[src/rtl/refill_pkg.sv]
// Shared sizes, FSM encoding and queue-entry layout for the miss refill controller.
// Pure declarations: no logic or latency; backpressure lives in the users of these types.
package refill_pkg;

    localparam int LINE_SIZE   = 32;
    localparam int BEAT_BYTES  = 4;
    localparam int BEATS       = LINE_SIZE / BEAT_BYTES;
    localparam int OFFSET_BITS = $clog2(LINE_SIZE);
    localparam int BEAT_IDX_W  = $clog2(BEATS);
    localparam int BEAT_W      = BEAT_BYTES * 8;
    localparam int LINE_W      = LINE_SIZE * 8;
    localparam int ADDR_W      = 31;
    localparam int WAY_W       = 2;
    localparam int DEF_QDEPTH  = 2;
    localparam int CNT_W       = 31;

    typedef enum logic [1:0] {
        IDLE    = 2'd0,
        REQ     = 2'd1,
        COLLECT = 2'd2,
        FILL    = 2'd3
    } state_t;

    typedef struct packed {
        logic [ADDR_W-1:0] line_addr;
        logic [WAY_W-1:0]  way;
    } q_entry_t;

    function automatic logic [ADDR_W-1:0] line_of(input logic [ADDR_W-1:0] addr);
        return addr & ~ADDR_W'((1 << OFFSET_BITS) - 1);
    endfunction

endpackage

[src/rtl/miss_queue_fifo.sv]
// Small FIFO of pending misses with a parallel line-address match across valid entries.
// Head visible combinationally; push ignored when full, pop ignored when empty.
module miss_queue_fifo
    import refill_pkg::*;
#(
    parameter int DEPTH = DEF_QDEPTH
) (
    input  logic              clk,
    input  logic              rst,
    input  logic              push,
    input  q_entry_t          push_entry,
    input  logic              pop,
    output q_entry_t          head,
    output logic              full,
    output logic              empty,
    input  logic [ADDR_W-1:0] match_addr,
    output logic              match
);
    localparam int PTR_W  = (DEPTH > 1) ? $clog2(DEPTH) : 1;
    localparam int OCC_W  = $clog2(DEPTH + 1);

    q_entry_t           entries [DEPTH];
    logic [DEPTH-1:0]   occupied;
    logic [PTR_W-1:0]   rd_ptr;
    logic [PTR_W-1:0]   wr_ptr;
    logic [OCC_W-1:0]   count;
    logic               do_push;
    logic               do_pop;

    function automatic logic [PTR_W-1:0] next_ptr(input logic [PTR_W-1:0] p);
        return (p == PTR_W'(DEPTH - 1)) ? '0 : p + 1'b1;
    endfunction

    assign full    = (count == OCC_W'(DEPTH));
    assign empty   = (count == '0);
    assign do_push = push && !full;
    assign do_pop  = pop && !empty;
    assign head    = entries[rd_ptr];

    always_comb begin
        match = 1'b0;
        for (int i = 0; i < DEPTH; i++) begin
            if (occupied[i] && entries[i].line_addr == match_addr) begin
                match = 1'b1;
            end
        end
    end

    always_ff @(posedge clk) begin
        if (!rst) begin
            rd_ptr   <= '0;
            wr_ptr   <= '0;
            count    <= '0;
            occupied <= '0;
        end else begin
            if (do_pop) begin
                rd_ptr           <= next_ptr(rd_ptr);
                occupied[rd_ptr] <= 1'b0;
            end
            if (do_push) begin
                wr_ptr           <= next_ptr(wr_ptr);
                occupied[wr_ptr] <= 1'b1;
            end
            case ({do_push, do_pop})
                2'b10:   count <= count + 1'b1;
                2'b01:   count <= count - 1'b1;
                default: count <= count;
            endcase
        end
    end

    // Payload needs no reset: occupied[] gates every use of it.
    always_ff @(posedge clk) begin
        if (do_push) begin
            entries[wr_ptr] <= push_entry;
        end
    end

endmodule

[src/rtl/miss_refill_ctrl.sv]
// Queues cache misses, issues one line burst at a time and returns the assembled line as a fill.
// Accept-to-request 2 cycles, last beat to fill 1 cycle; miss_ready_41 drops when the queue is full.
module miss_refill_ctrl
    import refill_pkg::*;
#(
    parameter int QDEPTH = DEF_QDEPTH
) (
    input  logic              clk_41,
    input  logic              rst_41,
    input  logic              miss_valid_41,
    output logic              miss_ready_41,
    input  logic [ADDR_W-1:0] miss_addr_41,
    input  logic [WAY_W-1:0]  miss_way_41,
    output logic              mem_req_valid_41,
    input  logic              mem_req_ready_41,
    output logic [ADDR_W-1:0] mem_req_addr_41,
    input  logic              mem_rdata_valid_41,
    input  logic [BEAT_W-1:0] mem_rdata_41,
    output logic              fill_valid_41,
    output logic [ADDR_W-1:0] fill_addr_41,
    output logic [WAY_W-1:0]  fill_way_41,
    output logic [LINE_W-1:0] fill_data_41,
    output logic              busy_41,
    output logic [CNT_W-1:0]  refills_41,
    output logic [CNT_W-1:0]  merged_41
);
    state_t                state;
    state_t                state_nxt;
    q_entry_t              inflight;
    q_entry_t              head;
    q_entry_t              new_entry;
    logic [BEAT_IDX_W-1:0] beat_cnt;
    logic                  q_full;
    logic                  q_empty;
    logic                  q_match;
    logic                  q_push;
    logic                  q_pop;
    logic                  accept;
    logic                  inflight_hit;
    logic                  merge_hit;
    logic                  beat_take;
    logic                  last_beat;

    assign new_entry.line_addr = line_of(miss_addr_41);
    assign new_entry.way       = miss_way_41;

    assign miss_ready_41 = !q_full;
    assign accept        = miss_valid_41 && miss_ready_41;
    // The in-flight line counts as pending until the fill cycle has ended.
    assign inflight_hit  = (state != IDLE) && (inflight.line_addr == new_entry.line_addr);
    assign merge_hit     = inflight_hit || q_match;
    assign q_push        = accept && !merge_hit;
    assign beat_take     = (state == COLLECT) && mem_rdata_valid_41;
    assign last_beat     = beat_take && (beat_cnt == BEAT_IDX_W'(BEATS - 1));

    miss_queue_fifo #(
        .DEPTH(QDEPTH)
    ) u_queue (
        .clk        (clk_41),
        .rst        (rst_41),
        .push       (q_push),
        .push_entry (new_entry),
        .pop        (q_pop),
        .head       (head),
        .full       (q_full),
        .empty      (q_empty),
        .match_addr (new_entry.line_addr),
        .match      (q_match)
    );

    always_ff @(posedge clk_41) begin
        if (!rst_41) begin
            state <= IDLE;
        end else begin
            state <= state_nxt;
        end
    end

    always_comb begin
        state_nxt = state;
        case (state)
            IDLE:    if (!q_empty) state_nxt = REQ;
            REQ:     if (mem_req_ready_41) state_nxt = COLLECT;
            COLLECT: if (last_beat) state_nxt = FILL;
            FILL:    state_nxt = IDLE;
            default: state_nxt = IDLE;
        endcase
    end

    always_comb begin
        q_pop            = (state == IDLE) && !q_empty;
        mem_req_valid_41 = (state == REQ);
        fill_valid_41    = (state == FILL);
        busy_41          = (state != IDLE) || !q_empty;
    end

    assign mem_req_addr_41 = inflight.line_addr;

    always_ff @(posedge clk_41) begin
        if (!rst_41) begin
            inflight     <= '0;
            beat_cnt     <= '0;
            fill_addr_41 <= '0;
            fill_way_41  <= '0;
            fill_data_41 <= '0;
            refills_41   <= '0;
            merged_41    <= '0;
        end else begin
            if (q_pop) begin
                inflight <= head;
            end
            if (state == REQ && mem_req_ready_41) begin
                beat_cnt <= '0;
            end else if (beat_take) begin
                beat_cnt <= beat_cnt + 1'b1;
            end
            if (beat_take) begin
                fill_data_41[beat_cnt*BEAT_W +: BEAT_W] <= mem_rdata_41;
            end
            if (last_beat) begin
                fill_addr_41 <= inflight.line_addr;
                fill_way_41  <= inflight.way;
            end
            if (state == FILL) begin
                refills_41 <= refills_41 + 1'b1;
            end
            if (accept && merge_hit) begin
                merged_41 <= merged_41 + 1'b1;
            end
        end
    end

endmodule

[config.mk]
export PLATFORM = sky130hd
export DESIGN_NAME = miss_refill_ctrl
export DESIGN_NICKNAME = d
export VERILOG_FILES = /design/src/rtl/refill_pkg.sv /design/src/rtl/miss_queue_fifo.sv /design/src/rtl/miss_refill_ctrl.sv
export SDC_FILE = /design/constraint.sdc
export NUM_CORES = 1
export LEC_CHECK = 0
export BUFFER_PORTS_ARGS = -buffer_cell sky130_fd_sc_hd__buf_2
export CORE_UTILIZATION = 53
export DETAILED_ROUTE_END_ITERATION = 10
export PLACE_DENSITY = 0.86
export SLEW_MARGIN = 20
export SYNTH_ARGS = -nofsm -noshare
export SYNTH_HDL_FRONTEND = slang
export SYNTH_SLANG_ARGS = --single-unit
[constraint.sdc]
create_clock -name clk_41 -period 4.2 [get_ports clk_41]
set_clock_uncertainty 0.05 [all_clocks]
set_input_delay 0.42 -clock clk_41 [delete_from_list [all_inputs] [get_ports clk_41]]
set_output_delay 0.42 -clock clk_41 [all_outputs]
set_load 0.02 [all_outputs]
; After elaboration in Yosys (flattened, before gate mapping)
; Memories as Yosys holds them, arrays and structs flattened. A register that Yosys moved wholly into a read port is not among the register bits.
; Cells that the tools add are included.
[word_totals]
register_bits = 393
mem_bits_rw = 56
inputBits = 70
output_inout_bits = 386
n_memories = 1
[mem_list]
columns = name, words, word_bits, read_ports, rd_clocked_by_memory_dff, write_ports, line_no
row1 = u_queue.entries, 2, 28, 3, 1, 1, miss_queue_fifo.sv:22  ; q_entry_t entries [DEPTH];
[op_classes]
add_sub_neg = 8
order_cmp = 4
eq_ne = 13
n_shift = 2
mux = 19
bitwise = 4
reduce_logical = 26
[ops]
columns = cell, n
row1 = bitwise mux 256 bit, 1
row2 = variable shift 32 x 34 -> 256 bit (first input constant), 1
row3 = variable part select 32 x 34 -> 256 bit, 1
row4 = == test 31 bit, 3
row5 = adder 31 x 1 -> 31 bit (second input constant), 2
row6 = negation 8 -> 34 bit, 1
row7 = logical AND 1 bit, 14
row8 = two-way mux 2 bit, 6
row9 = == test 2 bit (second input constant), 4
row10 = two-way mux 1 bit, 8
row11 = case mux 2 bit (4 select lines), 1
row12 = == test 2 x 1 -> 1 bit (second input constant), 2
row13 = logical NOT 1 bit, 4
row14 = logical NOT 2 bit, 2
row15 = less-than comparator 1 x 2 -> 1 bit (second input constant), 2
row16 = != test 2 bit (second input constant), 2
row17 = case mux 2 bit (2 select lines), 1
row18 = nonzero test 2 bit, 2
row19 = adder 3 x 1 -> 3 bit (second input constant), 1
row20 = == test 3 bit (second input constant), 1
row21 = AND reduction 3 bit, 1
row22 = adder 1 bit (second input constant), 2
row23 = adder 2 x 1 -> 2 bit (second input constant), 1
row24 = bitwise AND 2 bit, 1
row25 = other kinds (9), 12

; Logic depth before layout (Yosys ltp)
; Gate-level depths: netlist of the first run.
; An unclocked memory read counts as a cell.
[logic_depth]
ltp_word = 11
depth_mapped = 11
depth_no_buf = 10

; Hierarchy
; Synthesis of the first run repeated with hierarchy kept, for this count alone.
[unflattened]
hier_cells = 2149
hier_area_um2 = 18582.8
[by_module_without_submodules]
columns = module, n_inst, cells_per_inst, area_per_inst_um2, seq_area_each_um2
row1 = miss_refill_ctrl, 1, 1930, 15232.1, 7787.5
row2 = miss_queue_fifo, 1, 219, 3350.7, 2122.0

; Worst setup path after synthesis of the first run
; No wires, ideal clock.
[synth_path]
path_type = input to register
startpoint = in miss_addr_41[29]
endpoint = mem u_queue.entries[1][0] in the netlist's numbering, enable pin
setup_ns = 0.414
t_arrival_ns = 2.489
t_required_ns = 3.736
slack_ns = 1.247
cell_stages = 7
n_path_buf = 1
cell_sequence = xnor2_1 -> nand4_1 -> or4_1 -> o22a_1 -> buf_6 -> nand3_1 -> nor2_1
[synth_between]
elab_chain_len = 10
[synth_rtl]
columns = item, line_no
row1 = from (decl), miss_refill_ctrl.sv:12  ; input logic [ADDR_W-1:0] miss_addr_41,
row2 = == test 31 bit, miss_queue_fifo.sv:43  ; if (occupied[i] && entries[i].line_addr == match_addr) begin
row3 = logical AND 1 bit, miss_queue_fifo.sv:43
row4 = two-way mux 1 bit (2 in a row), miss_queue_fifo.sv:43
row5 = logical OR 1 bit (*), miss_refill_ctrl.sv:51  ; assign merge_hit = inflight_hit || q_match;
row6 = logical NOT 1 bit (*), miss_refill_ctrl.sv:52  ; assign q_push = accept && !merge_hit;
row7 = logical AND 1 bit (*), miss_refill_ctrl.sv:52
row8 = logical AND 1 bit (*), miss_queue_fifo.sv:36  ; assign do_push = push && !full;
row9 = two-way mux 1 bit (*), miss_queue_fifo.sv:74  ; if (do_push) begin
row10 = two-way mux 1 bit (implied by the code) (*), miss_queue_fifo.sv:75  ; entries[wr_ptr] <= push_entry;
row11 = to (decl), miss_queue_fifo.sv:22
; Every way passes the cells marked *; elsewhere a longest branch is shown, timed or not.

; Worst setup path in the final report of the first run
[layout_path]
startpoint = reg state[0]
endpoint = reg merged_41[27]
[layout_between]
elab_chain_len = 4
[layout_rtl]
columns = item, line_no
row1 = from (decl), miss_refill_ctrl.sv:27  ; state_t state;
row2 = from (signal assigned), miss_refill_ctrl.sv:75  ; state <= state_nxt;
row3 = nonzero test 2 bit, miss_refill_ctrl.sv:50  ; assign inflight_hit = (state != IDLE) && (inflight.line_addr == new_entry.line_addr);
row4 = logical AND 1 bit, miss_refill_ctrl.sv:50
row5 = logical OR 1 bit, miss_refill_ctrl.sv:51
row6 = logical AND 1 bit, miss_refill_ctrl.sv:127  ; if (accept && merge_hit) begin
row7 = to (signal assigned), miss_refill_ctrl.sv:128  ; merged_41 <= merged_41 + 1'b1;
row8 = to (decl), miss_refill_ctrl.sv:25  ; output logic [CNT_W-1:0] merged_41
; No other way between the ends.
; A chain may end at the register's enable or synchronous reset.

==> results of run 1 <==
## critical path: stages, from the launching register on
cell       delay, ns
dfxtp_1         0.40
inv_1           0.11
ha_1            0.26
nor4_1          0.39
nand4_1         0.21
nor4_2          0.53
o2111ai_2       0.52
or4_1           0.66
a21oi_1         0.18
## kinds of logic (layout without fill, tap and decap cells)
kind of cell / Yosys count / after routing
buf+inv: 220 / 573
mux: 34 / 34
fa+ha+maj: 12 / 12
other cells: 1 / 12
flops: 441 / 441
simple gates: 832 / 832
xor+xnor: 117 / 117
compound gates: 382 / 382
## sequential cells by signal (all words and copies together), names as in the netlist, 2 cells and up
signal / count
fill_data_41: 256
u_queue.entries: 56
merged_41: 31
refills_41: 31
fill_addr_41: 26
mem_req_addr_41: 26
beat_cnt: 3
fill_way_41: 2
inflight: 2
state: 2
u_queue.count: 2
u_queue.occupied: 2
## power by group through the flow
stage | Clock [mW] | Combinational (mW) | Sequential, mW
after floorplan | 0 | 0.972 | 4.74
after global placement | 0 | 1.24 | 4.77
after detailed placement | 0 | 1.29 | 4.79
after CTS | 4.26 | 1.30 | 4.70
after global routing | 4.44 | 1.41 | 4.72
final | 4.22 | 1.32 | 4.70
## cell usage after synthesis, drive strengths merged (5+ instances only)
| library cell | number |
|---|---|
| mux2i | 34 |
| a211oi | 29 |
| clkbuf | 157 |
| nor2 | 84 |
| xnor2 | 63 |
| ha | 12 |
| inv | 21 |
| a2111oi | 7 |
| nand3 | 183 |
| nand4 | 27 |
| xor2 | 54 |
| dfxtp | 385 |
| buf | 42 |
| o21a | 7 |
| a21oi | 309 |
| nand2 | 444 |
| nand3b | 9 |
| and2 | 10 |
| nor2b | 5 |
| o21ai | 16 |
| nand2b | 6 |
| and3 | 10 |
| nor4 | 12 |
| or3 | 13 |
| edfxtp | 56 |
| nor3 | 12 |
| and4 | 6 |
| or4 | 8 |
## through the flow
step | hold WS, ns | util, % | setup slack (ns) | instances | area [sq um]
after floorplan | 0.382 | - | 1.25 | 2048 | 17800
after global routing | 0.0761 | 65.7 | 0.632 | 2843 | 21500
after global placement | 0.385 | 60.8 | 1.05 | 2759 | 19900
after detailed placement | 0.392 | 60.8 | 0.860 | 2759 | 19900
final | 0.0853 | 65.7 | 0.795 | 2845 | 21500
after CTS | 0.0667 | 65.7 | 0.827 | 2843 | 21500
## final cells by class
cell class | instances | area (sq um) | area share [%]
flip-flops and latches | 441 | 9390 | 43.6
multi-input cells | 1387 | 7460 | 34.6
repair buffers | 470 | 2460 | 11.4
clock buffers | 59 | 1320 | 6.14
well taps | 442 | 553 | 2.57
clock inverters | 23 | 262 | 1.21
inverters | 21 | 86.3 | 0.401
diodes | 2 | 5.00 | 0.0232
## how the worst max path moves through the flow
stage | depth (start not counted) | slack [ns] | from | endpoint
after floorplan | 7 | 1.25 | miss_addr_41[29] | u_queue.entries[1][0]$_DFFE_PP_
after global routing | 8 | 0.63 | state[0]$_SDFFE_PN0P_ | merged_41[27]$_SDFFE_PN0P_
after detailed placement | 8 | 0.86 | state[0]$_SDFFE_PN0P_ | merged_41[27]$_SDFFE_PN0P_
final | 8 | 0.79 | state[0]$_SDFFE_PN0P_ | merged_41[27]$_SDFFE_PN0P_
after CTS | 8 | 0.83 | state[0]$_SDFFE_PN0P_ | merged_41[27]$_SDFFE_PN0P_
after global placement | 8 | 1.05 | state[0]$_SDFFE_PN0P_ | merged_41[27]$_SDFFE_PN0P_
## repair_timing
item,in CTS,in global routing
resized for setup,0,0
endpoints found under the hold margin,4,0
setup buffers,0,0
hold buffers,2,0
## layout by cell type (no fill, tap or decap), types with 34 or more instances in the layout
cell | synthesis | layout
xor2_1 | 54 | 54
nand2_1 | 444 | 443
mux2i_1 | 34 | 34
dfxtp_1 | 385 | 385
buf_2 | 1 | 440
a21oi_1 | 309 | 309
nand3_1 | 183 | 183
edfxtp_1 | 56 | 56
xnor2_1 | 63 | 63
clkbuf_16 | 0 | 47
nor2_1 | 84 | 78
## metal layers
metal / up-vias / GRT usage [%] / share of wire, %
li1: 7522 / - / -
met1: 7702 / 36.8 / 37
met2: 959 / 51.4 / 47
met3: 193 / 7.92 / 11
met4: 4 / 15.9 / 4.9
met5: - / 0 / 0.058
==> results.md, run 1 <==
Synthesis
• **fraction of registers with async set/reset** 0%
• **proportion of synthesized area in mux cells** 1.91%
• **Mean Syn Cell Area** 8.72 sq um
• **top area cells in the synthesized netlist** dfxtp_1 43%, edfxtp_1 9.5%, nand2_1 9.4%
• **number of unique standard cell types used by synthesis** 48
• **instance count of the mapped netlist** 2039
• **post-synth top area share** 43.3%
• **primary flip-flop cell chosen by synthesis mapping** dfxtp_1
• **simple-gate share of the synthesized area** 20.8%
• **Synth area leader** dfxtp_1
• **XOR/XNOR Fraction of Synth Area** 5.76%
• **register bit count reported by yosys** 441
• **Synth Area in Compound Gates** 12.2%
• **Syn. warnings** 0
• **synthesized-area fraction occupied by adder cells** 0.844%
• **area of the mapped netlist** 17800 sq um
• **number of flops mapped to enable cells by yosys** 56
• **fraction of the yosys area taken by sequential cells** 52.8%
• **combinational family with the most area after synthesis** simple AND/OR/NAND/NOR gates

Setup path
• **required time at the endpoint of the critical path** 4.60 ns
• **Worst R2R End** merged_41[27]$_SDFFE_PN0P_
• **launching point of the worst reg2reg path** state[0]$_SDFFE_PN0P_
• **internal reg-to-reg setup slack** 0.79 ns
• **CP endpoint kind** flip-flop
• **depth of the most critical reg-to-reg path** 8
• **critical path type** reg2reg
• **Max Fanout on Critical Path** 18
• **arrival time reported for the critical path endpoint** 3.81 ns
• **category of the worst setup path launch point** flip-flop

Clocking
• **clk sinks** 441
• **root buffer cell** clkbuf_16
• **Max clock buf depth** 3
• **CTS tree** built
• **Clock H-tree levels** 2
• **CTS buffer count** 45
• **source-to-sink clock delay at the later pin of the worst-skew pair** 0.54 ns
• **post-CTS clock slew at the launch and capture registers of the worst setup and hold paths** 0.06 ns

Power and ir drop
• **power per standard cell area** 476 nW/um^2
• **net load switching power** 2.79 mW
• **total power of the final layout** 10.2 mW
• **design internal power** 7.45 mW
• **worst IR drop on VDD** 461 uV
• **switching part of the total power** 27.3%
• **Gate power share** 12.9%
• **Reg power frac** 45.9%
• **Static Leakage** 8.51 nW
• **Clk network pwr share** 41.2%

Worst hold path
• **type of the worst min-delay path** in2reg
• **Worst Hold Path EP** u_queue.entries[0][5]$_DFFE_PP_
• **source of the worst hold timing path** miss_addr_41[8]
• **Cells on Worst Hold Path** 1

Job
• **Max Cap Violations** 0

Drt
• **Detail Route Antenna Nets** 0
• **number of remaining DRC errors** 0
• **detailed-route vias per instance** 5.76
• **Routed Wire Length** 55.2 mm
• **number of iterations in the first detailed-routing pass** 5
• **WL per Instance** 19.4 um
• **Vias** 16380
• **drt first-iter violations** 1574

STA
• **post-route setup TNS** 0 ns
• **slew margin rel.** 24.9%
• **final hold violation count** 0
• **period utilization** 81.1%
• **Least-Margin Pin Slew** 1.12 ns
• **maximum operating frequency** 294 MHz
• **unrepaired setup endpoints after global routing** false
• **post-route minimum period** 3.41 ns
• **setup-violating endpoint count in the final report** 0
• **count of final max-slew check failures** 0

Global routing
• **wire length of the first global-routing pass** 82.6 mm
• **total congestion overflow after global routing** 0
• **global-route usage over all layers** 30.9%
• **maximum number of pins on one net before global-route repair** 190
• **via count of the first global-routing pass** 15083
• **initial antenna violation count** 4

Floorplanning
• **Die Y** 185 um
• **Die Width** 185 um
• **core footprint** 32800 sq um
• **number of placed I/O pins** 456
• **row count** 66
• **total die area** 34300 sq um
• **initial core utilization** 54.2%

Placement
• **quantity of I/O buffers inserted on ports** 440
• **post-detail-place hpwl** 37.2 mm
• **weighted congestion at the end of routability-driven global placement** 0.917

Run status
• **outcome** finished, final reports clean

Final layout
• **layout net count** 2448
• **fillers** 2558
• **Area Growth Syn to Fin** 21.1%
• **layout cell share with drive strength beyond 1** 23.8%

No activity file was read; power rests on OpenSTA's default activity.
==> run 2, diff against run 1 <==
Settings changed: CORE_UTILIZATION 53 to 48, PLACE_DENSITY 0.86 to 0.82.
Clock period 4.2 ns to 3.03 ns, I/O delays scaled along.
==> results.md, run 2 (synthesis results as in run 1) <==
Floorplanning
• **row count** 70, +6.1%
• **initial core utilization** 48.7%, -5.6 points
• **Die Y** 194 um, +5.0%
• **core footprint** 36500 sq um, +11%
• **Die Width** 194 um, +5.0%
• **total die area** 37800 sq um, +10%
• **number of placed I/O pins** 456, unchanged

Final layout
• **most frequent cells in the layout** 444 x nand2_1, 440 x buf_2, 385 x dfxtp_1
• **area of the multi-input gates** 7480 sq um, +0.30%
• **Biggest register** fill_data_41
• **layout net count** 2497, +2.0%
• **Non-Filler Instances** 2916, +2.5%
• **layout cell share with drive strength beyond 1** 23.9%, +0.043 points
• **fin area** 21900 sq um, +1.8%
• **fillers** 2988, +17%
• **Seq. cell area** 9390 sq um, unchanged
• **most frequent standard cell in the layout excluding fill and tap cells** nand2_1
• **max FFs per register** 256, unchanged
• **Area Growth Syn to Fin** 23.3%
• **leading registers by flop count** fill_data_41: 256 flops, u_queue.entries: 56 flops

Setup path
• **Max Fanout on Critical Path** 14, -4
• **first element of the critical path** state[1]$_SDFFE_PN0P_
• **depth of the most critical reg-to-reg path** 10, +2
• **Worst R2R End** merged_41[30]$_SDFFE_PN0P_
• **category of the worst setup path launch point** flip-flop
• **critical path type** reg2reg
• **CP endpoint kind** flip-flop
• **required time at the endpoint of the critical path** 3.43 ns, -1.17 ns
• **launching point of the worst reg2reg path** state[1]$_SDFFE_PN0P_
• **internal reg-to-reg setup slack** 0.09 ns, -0.70 ns
• **CP endpoint** merged_41[30]$_SDFFE_PN0P_
• **arrival time reported for the critical path endpoint** 3.33 ns, -0.48 ns

Drt
• **WL per Instance** 19.5 um, +0.38%
• **number of remaining DRC errors** 0, unchanged
• **Routed Wire Length** 56.8 mm, +2.9%
• **Detail Route Antenna Nets** 0, unchanged
• **drt first-iter violations** 1370, -13%
• **Vias** 16540, +0.98%
• **number of iterations in the first detailed-routing pass** 5, unchanged
• **detailed-route vias per instance** 5.67, -1.5%

STA
• **post-route setup TNS** 0 ns, unchanged
• **Least-Margin Pin Slew** 0.932 ns, -0.191 ns
• **final hold violation count** 0, unchanged
• **unrepaired setup endpoints after global routing** false
• **setup-violating endpoint count in the final report** 0, unchanged
• **maximum operating frequency** 341 MHz, +16%
• **Worst Hold Margin** 0.0409 ns, -0.0444 ns
• **post-route minimum period** 2.94 ns, -0.470 ns
• **period utilization** 96.9%, +16 points
• **slew margin rel.** 37.7%, +13 points
• **count of final max-slew check failures** 0, unchanged

Placement
• **post-detail-place hpwl** 37.5 mm, +0.98%
• **weighted congestion at the end of routability-driven global placement** 0.930, +1.3%
• **quantity of I/O buffers inserted on ports** 440, unchanged
• **number of instances in the placed design** 2809, +1.8%
• **placed standard-cell area** 20200 sq um, +1.3%

Worst hold path
• **source of the worst hold timing path** mem_rdata_41[10]
• **type of the worst min-delay path** in2reg

Global routing
• **wire length of the first global-routing pass** 87.4 mm, +5.9%
• **initial antenna violation count** 2, -2
• **global-route usage over all layers** 29.2%, -1.7 points
• **maximum number of pins on one net before global-route repair** 121, -36%
• **via count of the first global-routing pass** 16024, +6.2%
• **total congestion overflow after global routing** 0, unchanged

Clocking
• **post-CTS clock slew at the launch and capture registers of the worst setup and hold paths** 0.06 ns, about the same
• **CTS buffer count** 44, -2.2%
• **CTS tree** built
• **Max clock buf depth** 3, unchanged
• **Setup Fix Bufs, Post-CTS** 0, unchanged
• **source-to-sink clock delay at the later pin of the worst-skew pair** 0.58 ns, +0.04 ns
• **Clock H-tree levels** 2, unchanged
• **root buffer cell** clkbuf_16
• **clk sinks** 441, unchanged

Power and ir drop
• **net load switching power** 3.91 mW, +40%
• **Clk network pwr share** 39.2%, -2.0 points
• **worst IR drop on VDD** 601 uV, +30%
• **design internal power** 10.0 mW, +35%
• **switching part of the total power** 28.1%, +0.82 points
• **Static Leakage** 8.67 nW, +1.8%
• **Gate power share** 14.2%, +1.3 points
• **power per standard cell area** 636 nW/um^2, +34%
• **Reg power frac** 46.6%, +0.7 points
• **total power of the final layout** 13.9 mW, +36%

Job
• **Max Cap Violations** 0, unchanged

Run status
• **outcome** finished, final reports clean

run 2: power by group through the flow:
stage                     logic [mW]  registers (mW)  clock network, mW
after global placement          1.84            6.58                  0
after detailed placement        1.89            6.59                  0
after CTS                       1.93            6.47               5.50
final                           1.98            6.49               5.46
after floorplan                 1.35            6.57                  0
after global routing            2.12            6.51               5.75
run 2: how the worst min path moves through the flow:
stage                                       to  slack [ns]  cells past startpoint
2_1_floorplan  u_queue.entries[0][0]$_DFFE_PP_        0.35                      0
3_3_place_gp     fill_data_41[82]$_SDFFE_PN0P_        0.38                      2
3_5_place_dp     fill_data_41[78]$_SDFFE_PN0P_        0.39                      2
4_1_cts         fill_data_41[250]$_SDFFE_PN0P_       0.007                      3
5_1_grt         fill_data_41[234]$_SDFFE_PN0P_        0.03                      3
6_report        fill_data_41[234]$_SDFFE_PN0P_        0.04                      3
run 2: cell type report:
cell class              instances  area share [%]
inverters                      21           0.394
clock buffers                  62            5.89
clock inverters                16           0.662
repair buffers                520            13.4
well taps                     468            2.67
flip-flops and latches        441            42.8
diodes                          1          0.0114
multi-input cells            1387            34.1
run 2: critical path, stage by stage, from the launching register on:
cell and delay (ns):
dfxtp_1 0.38, inv_1 0.10, ha_1 0.26, nor4_4 0.33
nand4_1 0.19, nor4_2 0.39, buf_4 0.20, o2111ai_1 0.13
buf_4 0.21, or4_1 0.43, mux2i_1 0.13
run 2: timing repair:
item,in CTS,in global routing
hold buffers,28,0
gates resized for setup,0,3
setup endpoints to repair,0,11
hold endpoints to repair,56,0
run 2: stage by stage:
step,setup slack (ns),utilization [%]
after floorplan,0.0910,-
after global placement,0.136,55.2
after detailed placement,0.0440,55.2
after CTS,0.0163,59.9
after global routing,0.00184,60.0
final,0.0949,60.0
run 2: metal layers:
| layer | routed length [um] | GRT usage (%) | up-vias |
|---|---|---|---|
| met2 | 27000 | 48.3 | 912 |
| li1 | - | - | 7602 |
| met3 | 5820 | 7.81 | 183 |
| met5 | 22 | 0 | - |
| met4 | 2790 | 15.2 | 2 |
| met1 | 21100 | 34.7 | 7841 |
==> run 3, diff against run 2 <==
Settings changed: REMOVE_ABC_BUFFERS set to 1.
==> results.md, run 3 (synthesis results as in run 1) <==
Worst hold path
• **source of the worst hold timing path** mem_req_ready_41
• **Cells on Worst Hold Path** 4, +1
• **Worst Hold Path EP** beat_cnt[2]$_SDFFE_PP0P_
• **type of the worst min-delay path** in2reg

Clocking
• **Clock H-tree levels** 2, unchanged
• **post-CTS clock slew at the launch and capture registers of the worst setup and hold paths** 0.06 ns, about the same
• **CTS tree** built
• **Max clock buf depth** 3, unchanged
• **CTS buffer count** 45, +2.3%
• **source-to-sink clock delay at the later pin of the worst-skew pair** 0.59 ns, about the same
• **clk sinks** 441, unchanged
• **root buffer cell** clkbuf_16

STA
• **post-route minimum period** 2.97 ns, +0.0332 ns
• **count of final max-slew check failures** 0, unchanged
• **period utilization** 98.0%, +1.1 points
• **setup-violating endpoint count in the final report** 0, unchanged
• **final hold violation count** 0, unchanged
• **setup slack after layout** 0.0617 ns, -0.0332 ns
• **maximum operating frequency** 337 MHz, -1.1%
• **Least-Margin Pin Slew** 1.03 ns, +0.0987 ns
• **slew margin rel.** 31.3%, -6.4 points
• **Worst Hold Margin** 0.0216 ns, -0.0193 ns

Setup path
• **launching point of the worst reg2reg path** mem_req_addr_41[21]$_SDFFE_PN0P_
• **category of the worst setup path launch point** input pin
• **CP endpoint kind** flip-flop
• **Max Fanout on Critical Path** 5, -9
• **arrival time reported for the critical path endpoint** 3.44 ns, +0.11 ns
• **internal reg-to-reg setup slack** 0.13 ns, +0.04 ns
• **Worst R2R End** u_queue.count[1]$_SDFFE_PN0P_
• **depth of the most critical reg-to-reg path** 9, -1
• **critical path type** in2reg
• **required time at the endpoint of the critical path** 3.50 ns, +0.07 ns

Placement
• **Post-Place Setup Slack** -0.0510 ns, -0.0950 ns
• **post-detail-place hpwl** 36.9 mm, -1.6%
• **number of instances in the placed design** 2807, -0.071%
• **quantity of I/O buffers inserted on ports** 440, unchanged
• **weighted congestion at the end of routability-driven global placement** 0.868, -6.6%

Drt
• **detailed-route vias per instance** 5.70, +0.50%
• **Vias** 16793, +1.5%
• **Routed Wire Length** 57.3 mm, +0.83%
• **number of iterations in the first detailed-routing pass** 8, +3
• **drt first-iter violations** 1269, -7.4%
• **number of remaining DRC errors** 0, unchanged
• **WL per Instance** 19.4 um, -0.20%
• **Detail Route Antenna Nets** 0, unchanged

Final layout
• **fillers** 2826, -5.4%
• **layout cell share with drive strength beyond 1** 23.8%, -0.047 points
• **Final Core Density** 61.3%, +1.3 points
• **Biggest register** fill_data_41
• **Area Growth Syn to Fin** 26.0%
• **Non-Filler Instances** 2946, +1.0%
• **leading registers by flop count** fill_data_41: 256 flops, u_queue.entries: 56 flops
• **most frequent standard cell in the layout excluding fill and tap cells** nand2_1
• **layout net count** 2525, +1.1%
• **max FFs per register** 256, unchanged
• **most frequent cells in the layout** 444 x nand2_1, 440 x buf_2, 384 x dfxtp_1

Floorplanning
• **core footprint** 36500 sq um, unchanged
• **total die area** 37800 sq um, unchanged
• **initial core utilization** 48.7%, unchanged
• **number of placed I/O pins** 456, unchanged
• **Die Y** 194 um, unchanged
• **row count** 70, unchanged
• **Die Width** 194 um, unchanged

Power and ir drop
• **Static Leakage** 8.88 nW, +2.4%
• **worst IR drop on VDD** 644 uV, +7.1%
• **total power of the final layout** 14.4 mW, +3.5%
• **power per standard cell area** 644 nW/um^2, +1.3%

Global routing
• **via count of the first global-routing pass** 16282, +1.6%
• **initial antenna violation count** 1, -1
• **total congestion overflow after global routing** 0, unchanged
• **global-route usage over all layers** 29.6%, +0.40 points
• **maximum number of pins on one net before global-route repair** 100, -17%
• **wire length of the first global-routing pass** 88.7 mm, +1.5%

Run status
• **outcome** finished, final reports clean

Job
• **Max Cap Violations** 0, unchanged

-- run 3: changes by cell type in the layout (fill, tap and decap cells not counted), moves of 2 or more --
cell | previous run | this run
clkbuf_8 | 10 | 4
buf_12 | 5 | 8
clkbuf_16 | 45 | 47
buf_4 | 47 | 44
bufinv_16 | 2 | 7
clkinv_8 | 0 | 2
dlygate4sd3_1 | 28 | 55
clkinv_2 | 4 | 6
inv_6 | 2 | 0
-- run 3: worst max-delay path: stages --
cell and delay, ns:
dlygate4sd3_1 0.56, buf_2 0.18, xor2_1 0.16, nor4_1 0.45
nand4_1 0.16, buf_4 0.19, or4_4 0.44, nand3_1 0.17
ha_1 0.29, or3_1 0.37, a21oi_1 0.15
-- run 3: per-stage QoR --
stage,TNS (ns),area [sq um]
after floorplan,-1063.52,16900
after global placement,0,20200
after detailed placement,-0.128,20200
after CTS,0,22400
after global routing,-0.0139,22400
final,0,22400
-- run 3: how the worst max path moves through the flow --
| stage | start | end | slack [ns] | cells after the start |
|---|---|---|---|---|
| 2_1_floorplan | rst_41 | state[0]$_SDFFE_PN0P_ | -3.12 | 2 |
| 3_3_place_gp | miss_addr_41[15] | u_queue.count[1]$_SDFFE_PN0P_ | 0.06 | 9 |
| 3_5_place_dp | state[0]$_SDFFE_PN0P_ | u_queue.count[1]$_SDFFE_PN0P_ | -0.05 | 9 |
| 4_1_cts | state[0]$_SDFFE_PN0P_ | u_queue.count[1]$_SDFFE_PN0P_ | 0.02 | 9 |
| 5_1_grt | miss_addr_41[21] | merged_41[22]$_SDFFE_PN0P_ | -0.01 | 12 |
| 6_report | miss_addr_41[21] | u_queue.count[1]$_SDFFE_PN0P_ | 0.06 | 11 |
-- run 3: final cells by class --
cell class                      instances  area, sq um  share of cell area (%)
Antenna cell                            1         2.50                  0.0112
Clock buffer                           58         1260                    5.61
Clock inverter                         23          337                    1.50
Inverter                               21         86.3                   0.385
Multi-Input combinational cell       1387         7500                    33.5
Sequential cell                       441         9390                    41.9
Tap cell                              468          586                    2.61
Timing Repair Buffer                  547         3240                    14.5
-- run 3: routing by layer --
metal	vias up	global-route usage, %	share of wire [%]
li1	7669	-	-
met3	235	6.45	8.9
met1	7913	34.4	37
met5	-	0	0
met4	0	18.0	6.0
met2	976	49.8	48
-- run 3: power by group --
part / total [mW] / internal [mW] / switching, mW
logic: 1.93 / 0.676 / 1.26
clock network: 5.96 / 3.55 / 2.41
registers: 6.53 / 6.22 / 0.313
total: 14.4 / 10.4 / 3.98
-- run 3: repair_timing --
item                                    in CTS  in global routing
pin swaps                                    2                  3
gates resized for setup                      2                  2
hold buffers                                55                  0
hold endpoints to repair                   173                  0
endpoints found under the setup margin      14                 21
setup buffers                                0                  2
